<file path="src/rtl/seq_pkg.sv">
// seq_pkg: shared state type and default pattern for the serial pattern source
package seq_pkg;
  typedef enum logic [1:0] {IDLE, SHIFT, GAP} seq_state_t;
  localparam logic [3:0] DEFAULT_PATTERN = 4'b1011;
endpackage

</file>
<file path="src/rtl/seq_shift_reg.sv">
// seq_shift_reg: parallel-load, shift-left register exposing its MSB
module seq_shift_reg #(
  parameter int WIDTH = 4
) (
  input  logic             clk,
  input  logic             reset,
  input  logic             load_i,
  input  logic             shift_i,
  input  logic [WIDTH-1:0] data_i,
  output logic             msb_o
);
  logic [WIDTH-1:0] sr_q, sr_d;
  always_comb sr_d = load_i ? data_i : shift_i ? {sr_q[WIDTH-2:0], 1'b0} : sr_q;
  always_ff @(posedge clk or posedge reset)
    if (reset) sr_q <= '0;
    else sr_q <= sr_d;
  assign msb_o = sr_q[WIDTH-1];
endmodule

</file>
<file path="src/rtl/sequence_transmitter.sv">
// sequence_transmitter: shifts a loaded pattern out MSB-first for repeat+1 frames with optional idle gaps
module sequence_transmitter
  import seq_pkg::*;
#(
  parameter int   WIDTH      = 4,
  parameter int   CNT_W      = 4,
  parameter int   GAP        = 0,
  parameter logic IDLE_LEVEL = 1'b0
) (
  input  logic             clk,
  input  logic             reset,
  input  logic             load_valid,
  input  logic [WIDTH-1:0] pattern_in,
  input  logic [CNT_W-1:0] repeat_in,
  input  logic             abort,
  output logic             load_ready,
  output logic             data_out,
  output logic             data_valid,
  output logic             frame_done,
  output logic             busy
);
  localparam int BW = $clog2(WIDTH);
  localparam int GW = GAP > 1 ? $clog2(GAP) : 1;
  localparam logic [BW-1:0] LAST = BW'(WIDTH - 1);
  localparam logic [GW-1:0] GLAST = GW'(GAP > 0 ? GAP - 1 : 0);
  seq_state_t       state_q, state_d;
  logic [BW-1:0]    bit_q, bit_d;
  logic [CNT_W-1:0] frm_q, frm_d;
  logic [GW-1:0]    gap_q, gap_d;
  logic [WIDTH-1:0] pat_q, pat_d, ld_pat;
  logic             dout_q, dout_d, dval_q, dval_d, done_q, done_d;
  logic             ld, sh, msb;
  // The register holds the bits still to come; the bit on data_out lives in dout_q.
  seq_shift_reg #(.WIDTH(WIDTH)) u_sr (
    .clk    (clk),
    .reset  (reset),
    .load_i (ld),
    .shift_i(sh),
    .data_i ({ld_pat[WIDTH-2:0], 1'b0}),
    .msb_o  (msb)
  );
  always_comb begin
    state_d = state_q;
    bit_d   = bit_q;
    frm_d   = frm_q;
    gap_d   = gap_q;
    pat_d   = pat_q;
    ld_pat  = pat_q;
    ld      = 1'b0;
    sh      = 1'b0;
    dout_d  = IDLE_LEVEL;
    dval_d  = 1'b0;
    done_d  = 1'b0;
    unique case (state_q)
      seq_pkg::IDLE:
        if (load_valid) begin
          state_d = seq_pkg::SHIFT;
          pat_d   = pattern_in;
          ld_pat  = pattern_in;
          frm_d   = repeat_in;
          bit_d   = '0;
          ld      = 1'b1;
        end
      seq_pkg::SHIFT:
        if (abort) begin
          state_d = seq_pkg::IDLE;
          bit_d   = '0;
        end else if (bit_q != LAST) begin
          sh     = 1'b1;
          bit_d  = bit_q + 1'b1;
          dout_d = msb;
          dval_d = 1'b1;
          done_d = bit_d == LAST;
        end else if (frm_q == '0) begin
          state_d = seq_pkg::IDLE;
          bit_d   = '0;
        end else begin
          frm_d   = frm_q - 1'b1;
          bit_d   = '0;
          gap_d   = '0;
          ld      = GAP == 0;
          state_d = GAP == 0 ? seq_pkg::SHIFT : seq_pkg::GAP;
        end
      seq_pkg::GAP:
        if (abort) begin
          state_d = seq_pkg::IDLE;
          gap_d   = '0;
        end else if (gap_q == GLAST) begin
          state_d = seq_pkg::SHIFT;
          gap_d   = '0;
          ld      = 1'b1;
        end else begin
          gap_d = gap_q + 1'b1;
        end
      default: state_d = seq_pkg::IDLE;
    endcase
    if (ld) begin
      dout_d = ld_pat[WIDTH-1];
      dval_d = 1'b1;
    end
  end
  always_ff @(posedge clk or posedge reset)
    if (reset) begin
      state_q <= seq_pkg::IDLE;
      bit_q   <= '0;
      frm_q   <= '0;
      gap_q   <= '0;
      pat_q   <= '0;
      dout_q  <= IDLE_LEVEL;
      dval_q  <= 1'b0;
      done_q  <= 1'b0;
    end else begin
      state_q <= state_d;
      bit_q   <= bit_d;
      frm_q   <= frm_d;
      gap_q   <= gap_d;
      pat_q   <= pat_d;
      dout_q  <= dout_d;
      dval_q  <= dval_d;
      done_q  <= done_d;
    end
  assign load_ready = state_q == seq_pkg::IDLE;
  assign busy       = !load_ready;
  assign data_out   = dout_q;
  assign data_valid = dval_q;
  assign frame_done = done_q;
endmodule

</file>
<file path="config.mk">
export PLATFORM = sky130hd
export DESIGN_NAME = sequence_transmitter
export DESIGN_NICKNAME = d
export VERILOG_FILES = /design/src/rtl/seq_pkg.sv /design/src/rtl/seq_shift_reg.sv /design/src/rtl/sequence_transmitter.sv
export SDC_FILE = /design/constraint.sdc
export NUM_CORES = 1
export LEC_CHECK = 0
export CAP_MARGIN = 25
export CORE_AREA = 2 2 50 52
export CTS_CLUSTER_SIZE = 10
export DETAILED_ROUTE_END_ITERATION = 6
export DIE_AREA = 0 0 52 54
export SLEW_MARGIN = 20
export SYNTH_ARGS = -nofsm -noshare
export SYNTH_HDL_FRONTEND = slang
export SYNTH_SLANG_ARGS = --single-unit
</file>
<file path="constraint.sdc">
create_clock -name clk -period 2.68 [get_ports clk]
set_input_delay 0.536 -clock clk [delete_from_list [all_inputs] [get_ports clk]]
set_output_delay 0.536 -clock clk [all_outputs]
set_load 0.05 [all_outputs]
</file>
-- Word level (Yosys, flattened, before mapping)
Cells that the tools add are included.
- bitwise gates (word level): 0
- mux-type cells: 44
- add/subtract/negate cells: 3
- multiply operators: 0
- div/mod/pow operators: 0
- shifts and indexed selects: 0
- order comparisons: 0
- equal/unequal tests: 10
- reductions and logical operators: 10
- operators with widths (operator ; count):
    4-bit 2-to-1 mux ; 8
    1-bit 2-to-1 mux ; 23
    2-bit 2-to-1 mux ; 8
    2-bit inequality test, second input constant ; 5
    4-bit one-hot mux with 2 select lines ; 1
    3-bit inequality test, second input constant ; 2
    2-bit one-hot mux with 3 select lines ; 1
    2-bit nonzero test ; 3
    5-bit AND reduction ; 1
    2-bit equality test, second input constant ; 2
    4-bit logical NOT ; 1
    2-bit one-hot mux with 2 select lines ; 1
    4-bit AND reduction ; 1
    4-bit by 1-bit subtractor with 4-bit output, second input constant ; 1
    1-bit one-hot mux with 3 select lines ; 1
    3-bit AND reduction ; 1
    2-bit by 1-bit adder with 2-bit output, second input constant ; 1
    2-bit by 1-bit equality test with 1-bit output, second input constant ; 1
    2-bit logical NOT ; 1
    1-bit one-hot mux with 2 select lines ; 1
    2-bit AND reduction ; 1
    1-bit adder, second input constant ; 1
    1-bit logical NOT ; 1
- memories kept: 0
- bits in latches: 0
- word-level logic and storage cells: 76
- bits in writable memories: 0
- output and inout port bits: 5
- ROM bits: 0
- input bits: 12
- bits in registers: 20

-- Depth between registers and ports, before layout
Gate-level depths: netlist of run 1.
- depth after elaboration: 6
- depth in mapped cells: 6
- mapped depth without buffers: 6

-- By module
From an unflattened synthesis of run 1, not the netlist that was laid out.
- cells, all modules: 94
- area, all modules: 902.1 um^2
- by module, submodules not included (module ; times used ; cells each ; area each (um^2) ; seq. area each (um^2)):
    sequence_transmitter ; 1 ; 77 ; 726.9 ; 350.3
    seq_shift_reg ; 1 ; 17 ; 175.2 ; 100.1

-- Worst setup path before layout of run 1
No wires, ideal clock.
- path type: flip-flop to flip-flop
- from: register state_q[0]
- to: register frm_q[0]
- required time: 2.601 ns
- path buffers: 1
- arrival time: 1.510 ns
- clock period less this slack: 1.589 ns
- path slack: 1.091 ns
- stages on the path, launching flop included: 6
- cell sequence: dfrtp_1 buf_4 inv_2 nand2_1 nand2_1 mux2i_1
- cells in the longest elaborated chain, start to end: 3
- ends and longest elaborated chain (element ; RTL line ; text):
    from (decl) ; sequence_transmitter.sv:26 ; seq_state_t state_q, state_d;
    from (signal assigned) ; sequence_transmitter.sv:104 ; state_q <= seq_pkg::IDLE;
    from (signal assigned) ; sequence_transmitter.sv:113 ; state_q <= state_d;
    2-bit logical NOT (*) ; -- ;
    net load_ready ; sequence_transmitter.sv:16 ; output logic load_ready,
    2-bit inequality test (no line) or 2-bit nonzero test (tied branches) ; -- ;
    5-bit AND reduction (no line) ; -- ;
    to (signal assigned) ; sequence_transmitter.sv:115 ; frm_q <= frm_d;
    to (decl) ; sequence_transmitter.sv:28 ; logic [CNT_W-1:0] frm_q, frm_d;
The timed path passes the listed nets; every way through them passes the cells marked *.
A chain may end at the register's enable or synchronous reset.

-- Worst setup path in the final report of run 1
- from: register state_q[0]
- to: output port load_ready
- cells in the longest elaborated chain, start to end: 1
- ends and longest elaborated chain (element ; RTL line ; text):
    2-bit logical NOT ; sequence_transmitter.sv:122 ; assign load_ready = state_q == seq_pkg::IDLE;
    to (decl) ; sequence_transmitter.sv:16 ;
No other way between the ends.

==> impl_metrics.env, run 1 <==
export IMPL_status="completed"
export IMPL_grt_max_degree=18
export IMPL_wirelength_um=1716
export IMPL_cts_tree="built"
export IMPL_cts_root_buf="clkbuf_4"
export IMPL_synthFlopType="dfrtp_1"
export IMPL_max_stage_delay_ns=0.81
export IMPL_portBuffers=16
export IMPL_viasPerCell=5.037
export IMPL_design_area_um2=1061
export IMPL_io_pins=17
export IMPL_synth_xor_area_share_pct=0
export IMPL_skew_ns=0.007479
export IMPL_rsz0062_at_grt="no"
export IMPL_fp_dieH_um=54
export IMPL_cts_clk_slew_worst_paths_ns=0.10
export IMPL_syn_area_per_cell_um2=9.893
export IMPL_criticalPathCategory="flop to primary output"
export IMPL_cts_resized=0
export IMPL_cp_max_fo=12
export IMPL_first_global_vias=676
export IMPL_cp_required_ns=2.14
export IMPL_rows=18
export IMPL_utilization_pct=45.74
export IMPL_routedWlPerCell_um=12.81
export IMPL_syn_num_nets=101
export IMPL_drt_iter0_drc=18
export IMPL_dp_final_hpwl_um=1315
export IMPL_area_growth_pct=24.71
export IMPL_clkPwrFrac_pct=18.6
export IMPL_num_vias=675
export IMPL_slowest_stage="clkdlybuf4s50_1"
export IMPL_final_cells=134
export IMPL_period_needed_ns=2.292
export IMPL_power_density_nw_per_um2=684.9
export IMPL_post_route_period_util_pct=85.51
export IMPL_worstSetupEndpointType="primary output"
export IMPL_ys_ff_latch=17
export IMPL_synthAdderAreaFrac_pct=4.412
export IMPL_mostFrequentLayoutCells="nand2_1 (20), dfrtp_1 (17), clkdlybuf4s50_1 (16)"
export IMPL_dp_cells=130
export IMPL_first_pass_iters=4
export IMPL_synth_top_family_by_area="simple AND/OR/NAND/NOR gates"
export IMPL_syn_instance_count=86
export IMPL_worstPathCellList="inv_2, clkdlybuf4s50_1"
export IMPL_tns_ns=0
export IMPL_setup_viol=0
export IMPL_clk_latency_ns=0.28
export IMPL_switchingPower_mw=0.2650
export IMPL_tightest_slew_ns=0.6245
export IMPL_async_flop_share_pct=100.0
export IMPL_synth_area_mux_share_pct=3.529
export IMPL_gp_congestion=0.7615
export IMPL_holdCritPathClass="flop to flop"
export IMPL_internal_power_mw=0.4617
export IMPL_drv_slew=0
export IMPL_ys_seq_area_share_pct=50.00
export IMPL_cellLeakagePower_nw=0.4845
export IMPL_cts_htree_levels=1
export IMPL_clockBufferDepth=2
export IMPL_start_util_pct=36.68
export IMPL_netlist_area_um2=850.8
export IMPL_antenna_found_initial=0
export IMPL_yosys_warnings=0
export IMPL_power_frac_comb_pct=31.5
export IMPL_grt_use_total_pct=14.64
export IMPL_layout_commonest_cell="nand2_1"
export IMPL_cts_hold_buf=0
export IMPL_fin_nets=120
export IMPL_post_cts_setup_buffer_count=0
export IMPL_core_area_um2=2320
export IMPL_grt_pass1_wl_um=2987
export IMPL_diodes=0
export IMPL_ir_drop_v=0.0003549
export IMPL_synth_distinct_cells=30
export IMPL_postPlaceCellArea_um2=1033
export IMPL_layout_drive_gt1_share_pct=9.615
export IMPL_seqPwrFrac_pct=49.9
export IMPL_slew_headroom_pct=58.32
export IMPL_overflow=0
export IMPL_drc_errors=0
export IMPL_synth_edf_count=0
export IMPL_fmax_mhz=436.3
export IMPL_maxCapViolCount=0
export IMPL_synth_compound_area_share_pct=15.29
export IMPL_cts_sink_count=17
export IMPL_die_area_um2=2808
export IMPL_drtAntennaViolNets=0
export IMPL_start_kind="flop"
export IMPL_switching_share_pct=36.47
export IMPL_synthSimpleGateAreaFrac_pct=21.03
export IMPL_die_w_um=52
export IMPL_cts_made_buffers=3
export IMPL_hold_viol=0
export IMPL_cp_arrival_ns=1.76
power by group through the flow:
stage | Combinational, mW | Sequential, mW | Clock [mW]
2_1_floorplan | 0.148 | 0.378 | 0
6_report | 0.229 | 0.363 | 0.135
3_5_place_dp | 0.231 | 0.367 | 0
5_1_grt | 0.257 | 0.374 | 0.153
3_3_place_gp | 0.224 | 0.366 | 0
4_1_cts | 0.231 | 0.362 | 0.140
final timing paths:
path                                  from    endpoint  slack, ns  depth (start not counted)
min in group asynchronous            reset    bit_q[1]       0.62                          2
worst min-delay path              pat_q[0]    pat_q[0]       0.48                          2
worst min register to register    pat_q[0]    pat_q[0]       0.48                          2
max in group asynchronous            reset  state_q[0]       1.66                          2
worst max-delay path            state_q[0]  load_ready       0.39                          2
worst max register to register    frm_q[0]    frm_q[3]       1.06                          6
registers in the layout, summed over array words and instances, names as in the netlist:
| name | flops |
|---|---|
| frm_q | 4 |
| pat_q | 4 |
| u_sr.sr_q | 3 |
| bit_q | 2 |
| data_out | 1 |
| data_valid | 1 |
| frame_done | 1 |
| state_q | 1 |
worst max-delay path, delay by kind of cell, from the launching register on:
family	cells	cell delay [ns]
flip-flops	1	0.52
buffers and inverters	2	0.96
kinds of logic (layout without fill, tap and decap cells):
family                     Yosys count  count (layout)
adders and majority gates            3               3
AOI/OAI and AO/OA                   16              16
and+or+nand+nor                     36              36
muxes                                3               3
DFF                                 17              17
buffers and inverters               11              29
metal layers:
| metal | wire (um) | GRT usage, % | vias up |
|---|---|---|---|
| met5 | 0 | 0 | - |
| met4 | 27 | 6.579 | 0 |
| met3 | 50 | 1.667 | 2 |
| met2 | 840 | 23.63 | 12 |
| met1 | 797 | 19.76 | 327 |
| li1 | - | - | 334 |
Yosys cell counts, types with 2 or more instances:
cell      instances  area, um^2
a222oi_1          2       20.02
buf_4             2       15.01
dfrtp_1          17       425.4
ha_1              3       37.54
inv_1             7       26.28
inv_2             2       7.510
mux2i_1           3       30.03
nand2_1          20       75.07
nand2b_1          2       12.51
nand3_1           2       10.01
nor2_1            4       15.01
o211ai_1          2       15.01
o21ai_0           2       10.01
o31ai_1           2       15.01
final cells by class:
class / count / area [um^2]
Clock buffer: 3 / 22.52
Timing Repair Buffer: 16 / 160.2
Sequential cell: 17 / 425.4
Multi-Input combinational cell: 58 / 376.6
Tap cell: 30 / 37.54
Inverter: 9 / 33.78
Clock inverter: 1 / 5.005
Fill cell: 225 / 1259
per-stage QoR:
step	setup WS (ns)	hold WS [ns]	power (mW)
final	0.3882	0.4793	0.7267
after global routing	0.3068	0.5211	0.7837
after detailed placement	0.6095	0.4599	0.5979
after global placement	0.6984	0.4424	0.5900
after floorplan	1.091	0.4319	0.5259
after CTS	0.3762	0.4854	0.7328
Power figures use the tool's default switching activity.
==> run 2: changes to the inputs <==
CORE_AREA = 2 2 47 49   (was 2 2 50 52)
DIE_AREA = 0 0 49 51   (was 0 0 52 54)
PLACE_DENSITY = 0.69   (was unset)
==> impl_metrics.env, run 2 (synthesis results as in run 1) <==
export IMPL_cp_required_ns=2.14
export IMPL_skew_ns=0.001105
export IMPL_slew_headroom_pct=58.46
export IMPL_cp_max_fo=12
export IMPL_hold_viol=0
export IMPL_clockBufferDepth=2
export IMPL_cellLeakagePower_nw=0.4845
export IMPL_cts_htree_levels=1
export IMPL_worstPathCellList="inv_2, clkdlybuf4s50_1"
export IMPL_power_total_mw=0.7294
export IMPL_viasPerCell=5.182
export IMPL_cts_root_buf="clkbuf_4"
export IMPL_holdCritPathClass="flop to flop"
export IMPL_grt_use_total_pct=13.87
export IMPL_r2r_slack_ns=1.06
export IMPL_drv_slew=0
export IMPL_final_cells=132
export IMPL_postPlaceCellArea_um2=1031
export IMPL_first_global_vias=617
export IMPL_antenna_found_initial=0
export IMPL_die_w_um=49
export IMPL_tightest_slew_ns=0.6225
export IMPL_hold_start="pat_q[3]"
export IMPL_routedWlPerCell_um=12.23
export IMPL_period_needed_ns=2.288
export IMPL_gp_congestion=0.8481
export IMPL_mostFrequentLayoutCells="nand2_1 (20), dfrtp_1 (17), clkdlybuf4s50_1 (16)"
export IMPL_area_growth_pct=24.41
export IMPL_portBuffers=16
export IMPL_cts_hold_buf=0
export IMPL_status="completed"
export IMPL_post_route_period_util_pct=85.37
export IMPL_first_pass_iters=5
export IMPL_path_buf_inv=2
export IMPL_dp_final_hpwl_um=1231
export IMPL_setup_slack_ns=0.3921
export IMPL_die_area_um2=2499
export IMPL_cts_made_buffers=3
export IMPL_grt_max_degree=18
export IMPL_diodes=0
export IMPL_cts_tree="built"
export IMPL_reg_top3="frm_q x4, pat_q x4, u_sr.sr_q x3"
export IMPL_min_to="pat_q[3]"
export IMPL_layout_commonest_cell="nand2_1"
export IMPL_drt_iter0_drc=23
export IMPL_cts_clk_slew_worst_paths_ns=0.10
export IMPL_clk_latency_ns=0.29
export IMPL_core_area_um2=2063
export IMPL_criticalPathCategory="flop to primary output"
export IMPL_dp_slack_ns=0.6532
export IMPL_fp_dieH_um=51
export IMPL_drtAntennaViolNets=0
export IMPL_cp_arrival_ns=1.75
export IMPL_post_cts_setup_buffer_count=0
export IMPL_cts_sink_count=17
export IMPL_timing_rr_start="frm_q[0]"
export IMPL_r2r_end="frm_q[3]"
export IMPL_reg2regPathDepth=6
export IMPL_cp_top_family="buffers and inverters"
export IMPL_cts_resized=0
export IMPL_tns_ns=0
export IMPL_min_path_cells=2
export IMPL_holdWs_ns=0.4753
export IMPL_start_util_pct=41.24
export IMPL_overflow=0
export IMPL_start_kind="flop"
export IMPL_design_area_um2=1059
export IMPL_max_stage_delay_ns=0.81
export IMPL_wirelength_um=1615
export IMPL_grt_pass1_wl_um=2684
export IMPL_layout_drive_gt1_share_pct=9.615
export IMPL_ir_drop_v=0.0003850
export IMPL_fin_nets=120
export IMPL_maxCapViolCount=0
export IMPL_worstSetupEndpointType="primary output"
export IMPL_utilization_pct=51.30
export IMPL_dp_cells=128
export IMPL_setup_viol=0
export IMPL_drc_errors=0
export IMPL_power_density_nw_per_um2=689.1
export IMPL_rows=17
export IMPL_num_vias=684
export IMPL_fmax_mhz=437.1
export IMPL_rsz0062_at_grt="no"
export IMPL_slowest_stage="clkdlybuf4s50_1"
export IMPL_io_pins=17
-- run 2: final cells by class --
| cell class | instances | area, um^2 |
|---|---|---|
| clock buffers | 3 | 22.52 |
| clock inverters | 1 | 5.005 |
| fillers | 208 | 1005 |
| inverters | 9 | 33.78 |
| multi-input cells | 58 | 376.6 |
| flip-flops and latches | 17 | 425.4 |
| well taps | 28 | 35.03 |
| repair buffers | 16 | 160.2 |
-- run 2: layer usage --
layer	wire, um	track usage [%]	vias up
li1	-	-	334
met2	778	23.74	11
met5	0	0	-
met1	763	17.86	335
met3	47	1.754	4
met4	25	5.714	0
-- run 2: worst max-delay path by stage --
| stage | start | endpoint | slack (ns) | cells past startpoint |
|---|---|---|---|---|
| 2_1_floorplan | state_q[0] | frm_q[0] | 1.09 | 5 |
| 6_report | state_q[0] | load_ready | 0.39 | 2 |
| 5_1_grt | state_q[0] | load_ready | 0.34 | 2 |
| 3_3_place_gp | load_valid | u_sr.sr_q[3] | 0.70 | 5 |
| 3_5_place_dp | load_valid | u_sr.sr_q[2] | 0.65 | 5 |
| 4_1_cts | state_q[0] | load_ready | 0.40 | 2 |
-- run 2: where the power goes --
group	leakage, nW	internal [mW]	total (mW)	switching (mW)
logic	0.255	0.0943	0.227	0.133
clock network	0.0177	0.0555	0.140	0.0849
registers	0.212	0.313	0.362	0.0492
total	0.484	0.463	0.729	0.267
-- run 2: tightest hold or removal path, stage by stage, from the launching register on --
cell	delay, ns
dfrtp_1	0.34
nand2_1	0.06
nand2_1	0.05
==> run 3: changes to the inputs <==
CORE_AREA = 2 2 53 55   (was 2 2 47 49)
DIE_AREA = 0 0 55 57   (was 0 0 49 51)
PLACE_DENSITY = unset   (was 0.69)
==> impl_metrics.env, run 3 (synthesis results as in run 1) <==
export IMPL_status="completed"
export IMPL_portBuffers=16
export IMPL_cellLeakagePower_nw=0.4817
export IMPL_max_stage_delay_ns=0.81
export IMPL_slew_headroom_pct=56.18
export IMPL_min_to="pat_q[0]"
export IMPL_skew_ns=0.008292
export IMPL_fmax_mhz=437.2
export IMPL_first_pass_iters=4
export IMPL_worstPathCellList="inv_2, clkdlybuf4s50_1"
export IMPL_hold_viol=0
export IMPL_viasPerCell=5.133
export IMPL_cts_hold_buf=0
export IMPL_wirelength_um=1779
export IMPL_worstSetupEndpointType="primary output"
export IMPL_layout_commonest_cell="nand2_1"
export IMPL_layout_drive_gt1_share_pct=8.654
export IMPL_holdCritPathClass="flop to flop"
export IMPL_cp_max_fo=12
export IMPL_reg_top3="frm_q x4, pat_q x4, u_sr.sr_q x3"
export IMPL_gp_congestion=0.7421
export IMPL_antenna_found_initial=0
export IMPL_grt_max_degree=18
export IMPL_overflow=0
export IMPL_cts_tree="built"
export IMPL_cts_made_buffers=3
export IMPL_routedWlPerCell_um=13.18
export IMPL_clockBufferDepth=2
export IMPL_first_global_vias=674
export IMPL_cts_clk_slew_worst_paths_ns=0.10
export IMPL_die_area_um2=3135
export IMPL_start_kind="flop"
export IMPL_slowest_stage="clkdlybuf4s50_1"
export IMPL_fp_dieH_um=57
export IMPL_io_pins=17
export IMPL_mostFrequentLayoutCells="nand2_1 (20), dfrtp_1 (17), clkdlybuf4s50_1 (16)"
export IMPL_post_cts_setup_buffer_count=0
export IMPL_tightest_slew_ns=0.6566
export IMPL_n_fill_cell=270
export IMPL_cp_required_ns=2.14
export IMPL_cts_resized=0
export IMPL_period_needed_ns=2.287
export IMPL_clk_latency_ns=0.29
export IMPL_tns_ns=0
export IMPL_r2r_slack_ns=1.04
export IMPL_core_area_um2=2615
export IMPL_cts_htree_levels=1
export IMPL_r2r_end="frm_q[3]"
export IMPL_post_route_period_util_pct=85.35
export IMPL_diodes=0
export IMPL_timing_rr_start="frm_q[0]"
export IMPL_drv_slew=0
export IMPL_rows=19
export IMPL_area_growth_pct=24.71
export IMPL_rsz0062_at_grt="no"
export IMPL_cp_arrival_ns=1.75
export IMPL_ir_drop_v=0.0003494
export IMPL_power_density_nw_per_um2=688.3
export IMPL_cts_root_buf="clkbuf_4"
export IMPL_min_path_cells=2
export IMPL_fin_nets=120
export IMPL_drc_errors=0
export IMPL_maxCapViolCount=0
export IMPL_drt_iter0_drc=11
export IMPL_reg2regPathDepth=6
export IMPL_die_w_um=55
export IMPL_grt_pass1_wl_um=3015
export IMPL_hold_start="pat_q[0]"
export IMPL_start_util_pct=32.54
export IMPL_utilization_pct=40.57
export IMPL_criticalPathCategory="flop to primary output"
export IMPL_setup_viol=0
export IMPL_drtAntennaViolNets=0
export IMPL_dp_final_hpwl_um=1347
export IMPL_grt_use_total_pct=13.21
export IMPL_cts_sink_count=17
export IMPL_num_vias=693
==> run 3: per-layer routing <==
layer | track usage, % | up-vias | wire length, um
li1 | - | 335 | -
met1 | 18.09 | 338 | 805
met2 | 19.73 | 16 | 839
met3 | 2.618 | 4 | 105
met4 | 6.272 | 0 | 29
met5 | 0 | - | 0
==> run 3: worst max-delay path: cells and delay by family, from the launching register on <==
| family | cells | cell delay (ns) |
|---|---|---|
| buf+inv | 2 | 0.95 |
| flops | 1 | 0.51 |
==> run 3: layout make-up <==
cell class	count	area [um^2]	area share [%]
inverters	9	33.78	3.184
well taps	31	38.79	3.656
multi-input cells	58	376.6	35.50
flip-flops and latches	17	425.4	40.09
repair buffers	16	160.2	15.09
clock buffers	4	26.28	2.476
==> run 3: metrics by stage <==
step	std cells	hold WS [ns]	power (mW)	area, um^2	worst slack, ns
finish	135	0.4675	0.7303	1061	0.3926
global placement	131	0.4437	0.5894	1035	0.6960
CTS	135	0.4762	0.7424	1061	0.3689
global route	135	0.5127	0.7860	1061	0.3001
detailed placement	131	0.4537	0.5989	1035	0.6261
floorplan	86	0.4319	0.5259	850.8	1.091
==> run 3: worst max-delay path by stage <==
| stage | startpoint | end | cells after the start |
|---|---|---|---|
| 2_1_floorplan | state_q[0] | frm_q[0] | 5 |
| 3_3_place_gp | load_valid | u_sr.sr_q[2] | 5 |
| 3_5_place_dp | load_valid | u_sr.sr_q[3] | 5 |
| 4_1_cts | state_q[0] | load_ready | 2 |
| 5_1_grt | state_q[0] | load_ready | 2 |
| 6_report | state_q[0] | load_ready | 2 |
==> run 3: report_power, final <==
part	switching [mW]	internal [mW]
Combinational	0.135	0.0942
Sequential	0.0493	0.313
Clock	0.0812	0.0579
